## src/rtl/hazard_scoreboard_if.sv

```systemverilog
// ID-stage hazard/forwarding bus between the decoder side and hazard_scoreboard.
// Counter signals exist only when HAZARD_SCOREBOARD_STATS_EN is defined.
interface hazard_scoreboard_if #(
   parameter int unsigned REG_ADDR_W = 4,
   parameter int unsigned NUM_SRC    = 2,
   parameter int unsigned DEPTH      = 3
);
   localparam int unsigned SEL_W = $clog2(DEPTH);

   logic                          forward_EN;
   logic                          id_valid;
   logic                          flush;
   logic [NUM_SRC*REG_ADDR_W-1:0] src;
   logic [NUM_SRC-1:0]            src_used;
   logic [REG_ADDR_W-1:0]         dest;
   logic                          wb_en;
   logic                          mem_r_en;
   logic                          stall;
   logic [NUM_SRC*SEL_W-1:0]      fwd_sel;
   logic                          exe_valid;
`ifdef HAZARD_SCOREBOARD_STATS_EN
   logic [31:0]                   stall_cnt;
   logic [31:0]                   fwd_cnt;
   logic [31:0]                   flush_cnt;
`endif

   modport master (
      output forward_EN, id_valid, flush, src, src_used, dest, wb_en, mem_r_en,
`ifdef HAZARD_SCOREBOARD_STATS_EN
      input  stall_cnt, fwd_cnt, flush_cnt,
`endif
      input  stall, fwd_sel, exe_valid
   );

   modport slave (
      input  forward_EN, id_valid, flush, src, src_used, dest, wb_en, mem_r_en,
`ifdef HAZARD_SCOREBOARD_STATS_EN
      output stall_cnt, fwd_cnt, flush_cnt,
`endif
      output stall, fwd_sel, exe_valid
   );
endinterface

```

## src/rtl/hazard_scoreboard.sv

```systemverilog
// Parametrised in-flight write scoreboard: ID stall, registered EXE forwarding selects, bubbles.
// Optional saturating event counters under HAZARD_SCOREBOARD_STATS_EN.
module hazard_scoreboard #(
   parameter int unsigned REG_ADDR_W = 4,
   parameter int unsigned NUM_SRC    = 2,
   parameter int unsigned DEPTH      = 3,
   parameter int unsigned LOAD_READY = 2
) (
   input  logic                 clk,
   input  logic                 rst,
   hazard_scoreboard_if.slave   bus
);
   localparam int unsigned SEL_W = $clog2(DEPTH);

   typedef struct packed {
      logic                  valid;
      logic [REG_ADDR_W-1:0] dest;
      logic                  wb_en;
      logic                  is_load;
   } entry_t;

   entry_t                   ent [DEPTH];
   logic [NUM_SRC*SEL_W-1:0] cand_sel;
   logic [NUM_SRC-1:0]       src_hit;
   logic [REG_ADDR_W-1:0]    cur_src;
   logic                     found;
   logic                     stall_c;
   logic                     issue;
   logic                     any_fwd;
   logic [NUM_SRC*SEL_W-1:0] fwd_sel_q;

   // Youngest-first search over EXE..WB-1; the WB producer is covered by the register file bypass.
   always_comb begin
      cand_sel = '0;
      src_hit  = '0;
      cur_src  = '0;
      found    = 1'b0;
      for (int unsigned j = 0; j < NUM_SRC; j++) begin
         cur_src = bus.src[j*REG_ADDR_W +: REG_ADDR_W];
         found   = 1'b0;
         for (int unsigned k = 0; k < DEPTH - 1; k++) begin
            if (!found && bus.src_used[j] && ent[k].valid && ent[k].wb_en &&
                ent[k].dest == cur_src && cur_src != '0) begin
               found = 1'b1;
               if (bus.forward_EN) begin
                  cand_sel[j*SEL_W +: SEL_W] = SEL_W'(k + 1);
                  if (ent[k].is_load && (k + 1) < LOAD_READY)
                     src_hit[j] = 1'b1;
               end else begin
                  src_hit[j] = 1'b1;
               end
            end
         end
      end
   end

   assign stall_c       = (|src_hit) & bus.id_valid & ~bus.flush;
   assign issue         = bus.id_valid & ~stall_c & ~bus.flush;
   assign any_fwd       = |cand_sel;
   assign bus.stall     = stall_c;
   assign bus.fwd_sel   = fwd_sel_q;
   assign bus.exe_valid = ent[0].valid;

   // Pipeline shift; downstream never stalls, so every edge advances.
   always_ff @(posedge clk or negedge rst) begin
      if (!rst) begin
         for (int unsigned k = 0; k < DEPTH; k++)
            ent[k] <= '0;
         fwd_sel_q <= '0;
      end else begin
         for (int unsigned k = 1; k < DEPTH; k++)
            ent[k] <= ent[k-1];
         if (issue)
            ent[0] <= '{valid: 1'b1, dest: bus.dest, wb_en: bus.wb_en, is_load: bus.mem_r_en};
         else
            ent[0] <= '0;
         fwd_sel_q <= issue ? cand_sel : '0;
      end
   end

`ifdef HAZARD_SCOREBOARD_STATS_EN
   logic [31:0] stall_cnt_q;
   logic [31:0] fwd_cnt_q;
   logic [31:0] flush_cnt_q;

   // Saturating event counters; observation only.
   always_ff @(posedge clk or negedge rst) begin
      if (!rst) begin
         stall_cnt_q <= '0;
         fwd_cnt_q   <= '0;
         flush_cnt_q <= '0;
      end else begin
         if (stall_c && stall_cnt_q != '1)
            stall_cnt_q <= stall_cnt_q + 32'd1;
         if (issue && any_fwd && fwd_cnt_q != '1)
            fwd_cnt_q <= fwd_cnt_q + 32'd1;
         if (bus.flush && bus.id_valid && flush_cnt_q != '1)
            flush_cnt_q <= flush_cnt_q + 32'd1;
      end
   end

   assign bus.stall_cnt = stall_cnt_q;
   assign bus.fwd_cnt   = fwd_cnt_q;
   assign bus.flush_cnt = flush_cnt_q;
`else
   logic unused_any_fwd;
   assign unused_any_fwd = any_fwd;
`endif
endmodule

```

## src/flat_wrapper.sv

```systemverilog
// flat-port wrapper written by rule: the top's interface ports become plain ports
module hazard_scoreboard_flat 
#(
   parameter int unsigned REG_ADDR_W = 4,
   parameter int unsigned NUM_SRC    = 2,
   parameter int unsigned DEPTH      = 3,
   parameter int unsigned LOAD_READY = 2
)
  (clk, rst, bus_forward_EN, bus_id_valid, bus_flush, bus_src, bus_src_used, bus_dest, bus_wb_en, bus_mem_r_en, bus_stall, bus_fwd_sel, bus_exe_valid);
  hazard_scoreboard_if #(.REG_ADDR_W(REG_ADDR_W), .NUM_SRC(NUM_SRC), .DEPTH(DEPTH)) bus_i ();
  input  logic clk;
  input  logic rst;
  input wire logic [$bits(bus_i.forward_EN)-1:0] bus_forward_EN;
  input wire logic [$bits(bus_i.id_valid)-1:0] bus_id_valid;
  input wire logic [$bits(bus_i.flush)-1:0] bus_flush;
  input wire logic [$bits(bus_i.src)-1:0] bus_src;
  input wire logic [$bits(bus_i.src_used)-1:0] bus_src_used;
  input wire logic [$bits(bus_i.dest)-1:0] bus_dest;
  input wire logic [$bits(bus_i.wb_en)-1:0] bus_wb_en;
  input wire logic [$bits(bus_i.mem_r_en)-1:0] bus_mem_r_en;
  output wire logic [$bits(bus_i.stall)-1:0] bus_stall;
  output wire logic [$bits(bus_i.fwd_sel)-1:0] bus_fwd_sel;
  output wire logic [$bits(bus_i.exe_valid)-1:0] bus_exe_valid;
  assign bus_i.forward_EN = bus_forward_EN;
  assign bus_i.id_valid = bus_id_valid;
  assign bus_i.flush = bus_flush;
  assign bus_i.src = bus_src;
  assign bus_i.src_used = bus_src_used;
  assign bus_i.dest = bus_dest;
  assign bus_i.wb_en = bus_wb_en;
  assign bus_i.mem_r_en = bus_mem_r_en;
  assign bus_stall = bus_i.stall;
  assign bus_fwd_sel = bus_i.fwd_sel;
  assign bus_exe_valid = bus_i.exe_valid;
  hazard_scoreboard #(.REG_ADDR_W(REG_ADDR_W), .NUM_SRC(NUM_SRC), .DEPTH(DEPTH), .LOAD_READY(LOAD_READY)) u_core (.clk(clk), .rst(rst), .bus(bus_i));
endmodule
```

## config.mk

```make
export PLATFORM = sky130hd
export DESIGN_NAME = hazard_scoreboard_flat
export DESIGN_NICKNAME = d
export VERILOG_FILES = /design/src/rtl/hazard_scoreboard_if.sv /design/src/rtl/hazard_scoreboard.sv /design/src/flat_wrapper.sv
export SDC_FILE = /design/constraint.sdc
export NUM_CORES = 1
export LEC_CHECK = 0
export BUFFER_PORTS_ARGS = -buffer_cell sky130_fd_sc_hd__clkbuf_2
export CAP_MARGIN = 5
export CORE_MARGIN = 2
export CORE_UTILIZATION = 35
export DETAILED_ROUTE_END_ITERATION = 10
export PLACE_DENSITY = 0.56
export SYNTH_ARGS = -nofsm -noshare
export SYNTH_HDL_FRONTEND = slang
export SYNTH_SLANG_ARGS = --single-unit
export TNS_END_PERCENT = 5
```

## constraint.sdc

```tcl
create_clock -name clk -period 2 [get_ports clk]
set_input_delay 0.2 -clock clk [delete_from_list [all_inputs] [get_ports clk]]
set_output_delay 0.2 -clock clk [all_outputs]
set_load 0.1 [all_outputs]
```

==> results of run 1 <==
-- where the power goes --
group	internal, mW	switching (mW)	total (mW)
clock network	0.0775	0.103	0.181
registers	0.355	0.00966	0.364
logic	0.0609	0.0600	0.121
-- cell families after synthesis --
kind of cell / after synthesis / synth area share
XOR/XNOR: 14 / 0.161
flip-flops: 17 / 0.499
AND/OR/NAND/NOR: 39 / 0.242
buffers and inverters: 1 / 0.00439
AO/OA/AOI/OAI: 7 / 0.0939
-- worst max-delay path: stages (launching register included) --
cell	delay, ps
dfrtp_1	420
xnor2_2	130
nand2_1	100
or4_4	590
a41oi_4	200
o21a_4	150
buf_12	160
-- repair_timing --
action                                 4_1_cts  5_1_grt
setup endpoints to repair                    1        3
pin swaps                                    8        0
endpoints found under the hold margin       17        0
setup buffers                               10        0
hold buffers                                 1        0
resized for setup                            2        3
-- area by class of cell --
cell class              count  area [µm²]  share of cell area
multi-input cells          60         448               0.373
flip-flops and latches     17         429               0.357
well taps                  28        35.0              0.0291
clock buffers               4        26.3              0.0219
repair buffers             41         264               0.220
-- cells in the mapped netlist --
library cell | n | area share
dfrtp_1 | 17 | 0.50
o21ai_0 | 2 | 0.012
a21o_1 | 1 | 0.0088
o21a_1 | 1 | 0.0088
nor3_1 | 13 | 0.076
nor3b_1 | 1 | 0.0088
nand3_1 | 5 | 0.029
nand2_1 | 9 | 0.040
and2_1 | 2 | 0.015
buf_1 | 1 | 0.0044
a41oi_4 | 1 | 0.032
or4_4 | 1 | 0.013
a21boi_4 | 1 | 0.022
a2111oi_0 | 1 | 0.010
xnor2_1 | 5 | 0.051
nor2b_1 | 1 | 0.0073
nor4_1 | 6 | 0.044
or4_1 | 1 | 0.0088
xor2_1 | 7 | 0.072
xnor2_2 | 2 | 0.038
-- layer usage --
metal / part of all wire / wire, µm / vias up / global-route usage
li1: - / - / 372 / -
met1: 0.44 / 876 / 336 / 0.200
met2: 0.50 / 986 / 19 / 0.294
met3: 0.040 / 79 / 4 / 0.00847
met4: 0.018 / 35 / 0 / 0.0940
met5: 0 / 0 / - / 0
-- worst max-delay path by stage --
| stage | to | slack [ps] |
|---|---|---|
| floorplan | bus_stall | -60 |
| global placement | bus_stall | 20 |
| detailed placement | bus_stall | -3 |
| CTS | bus_stall | -270 |
| global route | bus_stall | -330 |
| finish | bus_stall | -250 |
-- cells in the final DEF (no fill, tap or decap), types with 3 or more instances in the layout --
master and n:
clkbuf_4 3, xnor2_1 4, xor2_1 7, dfrtp_1 16
nand2_1 9, nor4_1 6, nand3_1 4, xnor2_2 3
clkbuf_2 25, nor3_1 13, buf_4 13
-- state kept, by name, indices dropped and copies added, names as in the netlist --
signal,flops
u_core.bus.exe_valid,1
u_core.ent,12
u_core.bus.fwd_sel,4
-- through the flow --
step	TNS [ps]	power, mW	hold slack (ps)	cells	utilization
after global placement	0	0.462	158	135	0.477
after detailed placement	-2.61	0.465	158	135	0.477
after CTS	-530	0.667	91.9	150	0.526
final	-541	0.666	98.5	150	0.533
after floorplan	-59.8	0.416	-95.6	78	-
after global routing	-924	0.691	95.1	150	0.533
==> flow_metrics.py, run 1 <==
metrics = {
    "global_route": {
        "gr-total-overflow": 0,
        "grt_pass1_wl_um": 3330,
        "grtUsageTotal": 0.167,
        "grt_max_degree": 18,
        "antenna_found_initial": 0,
        "grt_pass1_vias": 754,
    },
    "clock_network": {
        "cts_tree": "yes",
        "clock_latency_ps": 280,
        "cts.sinks": 17,
        "clockBufferDepth": 2,
        "htreeDepth": 1,
        "path_clk_slew_ps": 90,
        "root_buffer": "clkbuf_4",
        "cts-buffers-inserted": 3,
    },
    "placed_design": {
        "dp_hpwl_um": 1510,
        "gp_congestion": 0.812,
        "dp_slack_ps": -2.61,
        "place_area_um2": 1070,
        "port-buffer-count": 26,
    },
    "detailed_routing": {
        "postRouteAntennaNets": 0,
        "via_per_inst": 4.87,
        "drt_pass1_iterations": 4,
        "drt_first_iter_violations": 9,
        "routed_wl_um": 1980,
        "vias": 731,
        "wl_per_cell_um": 13.2,
        "drc_errors": 0,
    },
    "min_path": {
        "min_path_type": "in2reg",
        "hold_end": "u_core.ent[14]",
        "holdPathStages": 3,
        "holdCritStartpoint": "bus_mem_r_en",
    },
    "status": {
        "violations": "setup timing",
        "run_status": "finished, violations left",
    },
    "setup_path": {
        "critPathLaunchType": "flop",
        "worst_ep_arrival_time_ps": 2050,
        "required_ps": 1800,
        "r2r_start": "u_core.ent[16]",
        "worstSetupStartpoint": "u_core.ent[16]",
        "cp_max_fo": 3,
        "crit_path_end_kind": "output pin",
        "reg2reg_slack_ps": -170,
        "rr_worst_depth": 12,
        "crit_type": "reg2out",
        "r2r_end": "u_core.bus.fwd_sel[1]",
    },
    "floorplanning": {
        "pin_count": 27,
        "fp.dieW_um": 53.4,
        "die-area_um2": 2850,
        "rows": 17,
        "core_area_um2": 2250,
        "initial_core_util": 0.378,
        "die_y_um": 53.4,
    },
    "layout": {
        "fin_nets": 144,
        "synthToLayoutAreaGrowth_pct": 40.9,
        "final_area_um2": 1200,
        "nFillCells": 217,
        "drive_above_1_share": 0.434,
        "diodes": 0,
    },
    "timing": {
        "worstMarginPinSlew_ps": 540,
        "finalSetupViolations": 3,
        "grt_setup_unrepaired": "true",
        "slew_headroom": 0.641,
        "period_needed_ps": 2250,
        "maxSlewViolCount": 0,
        "period_share": 1.13,
        "fmax_ghz": 0.444,
        "hold_viol": 0,
        "fin_skew_ps": 0.535,
        "finalWorstSetupSlack_ps": -254,
    },
    "power_and_ir_drop": {
        "cellLeakagePower_nw": 0.561,
        "peakVddDrop_v": 0.000290,
        "power_per_cell_area_nw_per_um2": 554,
    },
    "logic_synthesis": {
        "synthesis.nets": 99,
        "yosysWarnings": 0,
        "synthCells": 78,
        "synth_area_um2": 853,
        "ys_seq_elements": 17,
        "yosys.cell_types.count": 20,
        "syn_avg_cell_area_um2": 10.9,
        "ys_seq_area_frac": 0.499,
    },
    "flow_run": {
        "drv_cap": 0,
    },
}
No activity file was read; power rests on OpenSTA's default activity.
==> run 2, diff against run 1 <==
CORE_ASPECT_RATIO = 1.4   (was default)
CORE_MARGIN = default   (was 2)
MAX_ROUTING_LAYER = met4   (was default)
==> run 2 against run 1 <==
The run ends with DRC, setup timing left. Register-to-register slack got worse by 30 ps. Critical path type unchanged. Cell count down 3.3%. Sequential share of layout area is 0.074 points higher. Non-clock buffer count increased by 1. Sequential power barely moved.
==> flow_metrics.py, run 2 (synthesis results as in run 1) <==
metrics = {
    "layout": {
        "layout_common_cells": "clkbuf_2, dfrtp_1, buf_4",
        "multi_input_area_um2": 449,
        "diodes": 0,
        "fin_nets": 145,
        "largest_reg_flops": 12,
        "nFillCells": 206,
        "fin_util": 0.539,
        "instances_no_fill": 145,
        "final_common_cell": "clkbuf_2",
        "largest_register": "u_core.ent",
        "synthToLayoutAreaGrowth_pct": 40.6,
        "drive_above_1_share": 0.439,
        "regArea_um2": 429,
    },
    "clock_network": {
        "path_clk_slew_ps": 100,
        "cts_tree": "yes",
        "clock_latency_ps": 290,
        "cts-buffers-inserted": 3,
        "cts.sinks": 17,
        "htreeDepth": 1,
        "root_buffer": "clkbuf_4",
        "clockBufferDepth": 2,
    },
    "power_and_ir_drop": {
        "power_frac_seq": 0.546,
        "peakVddDrop_v": 0.000376,
        "swShare": 0.260,
        "switchingPower_mw": 0.174,
        "cellLeakagePower_nw": 0.564,
        "power_per_cell_area_nw_per_um2": 556,
        "power_frac_comb": 0.181,
        "power.share.clock": 0.273,
        "internal-power_mw": 0.493,
    },
    "floorplanning": {
        "pin_count": 27,
        "rows": 20,
        "core_area_um2": 2230,
        "fp.dieW_um": 43.7,
        "initial_core_util": 0.383,
        "die_y_um": 60.4,
        "die-area_um2": 2640,
    },
    "timing": {
        "fin_skew_ps": 3.87,
        "tns_ps": -624,
        "slew_headroom": 0.630,
        "worstMarginPinSlew_ps": 549,
        "fmax_ghz": 0.436,
        "grt_setup_unrepaired": "true",
        "finalSetupViolations": 3,
        "finalWorstSetupSlack_ps": -294,
        "hold_viol": 0,
        "holdWs_ps": 95.9,
        "period_share": 1.15,
        "maxSlewViolCount": 0,
        "period_needed_ps": 2290,
    },
    "global_route": {
        "grtUsageTotal": 0.177,
        "gr-total-overflow": 0,
        "grt_pass1_wl_um": 3200,
        "grt_pass1_vias": 746,
        "antenna_found_initial": 0,
        "grt_max_degree": 18,
    },
    "detailed_routing": {
        "drt_first_iter_violations": 10,
        "vias": 761,
        "postRouteAntennaNets": 0,
        "wl_per_cell_um": 13.7,
        "via_per_inst": 5.25,
        "drc_errors": 1,
        "routed_wl_um": 1980,
        "drt_pass1_iterations": 6,
    },
    "status": {
        "run_status": "finished, violations left",
        "violations": "DRC, setup timing",
    },
    "min_path": {
        "min_path_type": "in2reg",
    },
    "setup_path": {
        "crit_path_end_kind": "output pin",
        "worst_ep_arrival_time_ps": 2090,
        "critPathLaunchType": "flop",
        "required_ps": 1800,
        "crit_type": "reg2out",
        "cp_slowest_cell": "or4_4",
        "crit_chain": "xnor2_1, nand2_1, or4_4, a41oi_4, o21a_4, buf_12",
        "critical_path.max_stage_delay_ps": 580,
        "cp_max_fo": 3,
    },
    "placed_design": {
        "gp_congestion": 0.785,
        "placed_cells": 128,
        "port-buffer-count": 26,
        "dp_hpwl_um": 1470,
        "dp_slack_ps": 3.81,
    },
    "flow_run": {
        "drv_cap": 0,
    },
}
-- run 2: final timing paths --
kind / startpoint / to / slack (ps) / cells past startpoint
worst min register to register: u_core.ent[15] / u_core.ent[8] / 420 / 0
max in group asynchronous: rst / u_core.bus.exe_valid / 1290 / 2
worst min-delay path: bus_dest[0] / u_core.ent[16] / 100 / 3
worst max register to register: u_core.ent[19] / u_core.bus.fwd_sel[1] / -200 / 13
min in group asynchronous: rst / u_core.ent[10] / 380 / 2
worst max-delay path: u_core.ent[18] / bus_stall / -290 / 6
-- run 2: what timing repair did --
item | in CTS | in global routing
setup buffers | 11 | 1
pin swaps | 9 | 0
hold endpoints to repair | 17 | 0
resized for setup | 1 | 2
hold buffers | 1 | 0
endpoints found under the setup margin | 1 | 3
-- run 2: final cells by class --
class	instances	share of cell area
timing repair buffer	42	0.223
clock buffer	4	0.0219
sequential	17	0.358
tap	22	0.0229
multi-input combinational	60	0.374
-- run 2: per-stage QoR --
stage	total power, mW	instance area [µm²]
2_1_floorplan	0.416	868
3_3_place_gp	0.460	1060
3_5_place_dp	0.463	1060
4_1_cts	0.666	1180
5_1_grt	0.698	1200
6_report	0.667	1200
-- run 2: layer usage --
| layer | part of all wire | wire length (µm) | up-vias | GRT usage |
|---|---|---|---|---|
| met3 | 0.038 | 75 | 4 | 0.0179 |
| met1 | 0.40 | 790 | 366 | 0.188 |
| li1 | - | - | 373 | - |
| met5 | 0 | 0 | - | - |
| met4 | 0.021 | 42 | 0 | 0.107 |
| met2 | 0.54 | 1070 | 18 | 0.311 |
-- run 2: worst max-delay path, delay by kind of cell, from the launching register on --
family / cells / cell delay (ps)
AOI/OAI and AO/OA: 2 / 360
xor gates and xnor gates: 1 / 170
buffers and inverters: 1 / 160
DFF: 1 / 420
and+or+nand+nor: 2 / 680
-- run 2: power by group through the flow --
stage                     Clock, mW  Sequential (mW)  Combinational [mW]
final                         0.182            0.364               0.121
after global routing          0.200            0.365               0.133
after CTS                     0.186            0.364               0.116
after detailed placement          0            0.371              0.0911
after global placement            0            0.371              0.0894
after floorplan                   0            0.378              0.0381
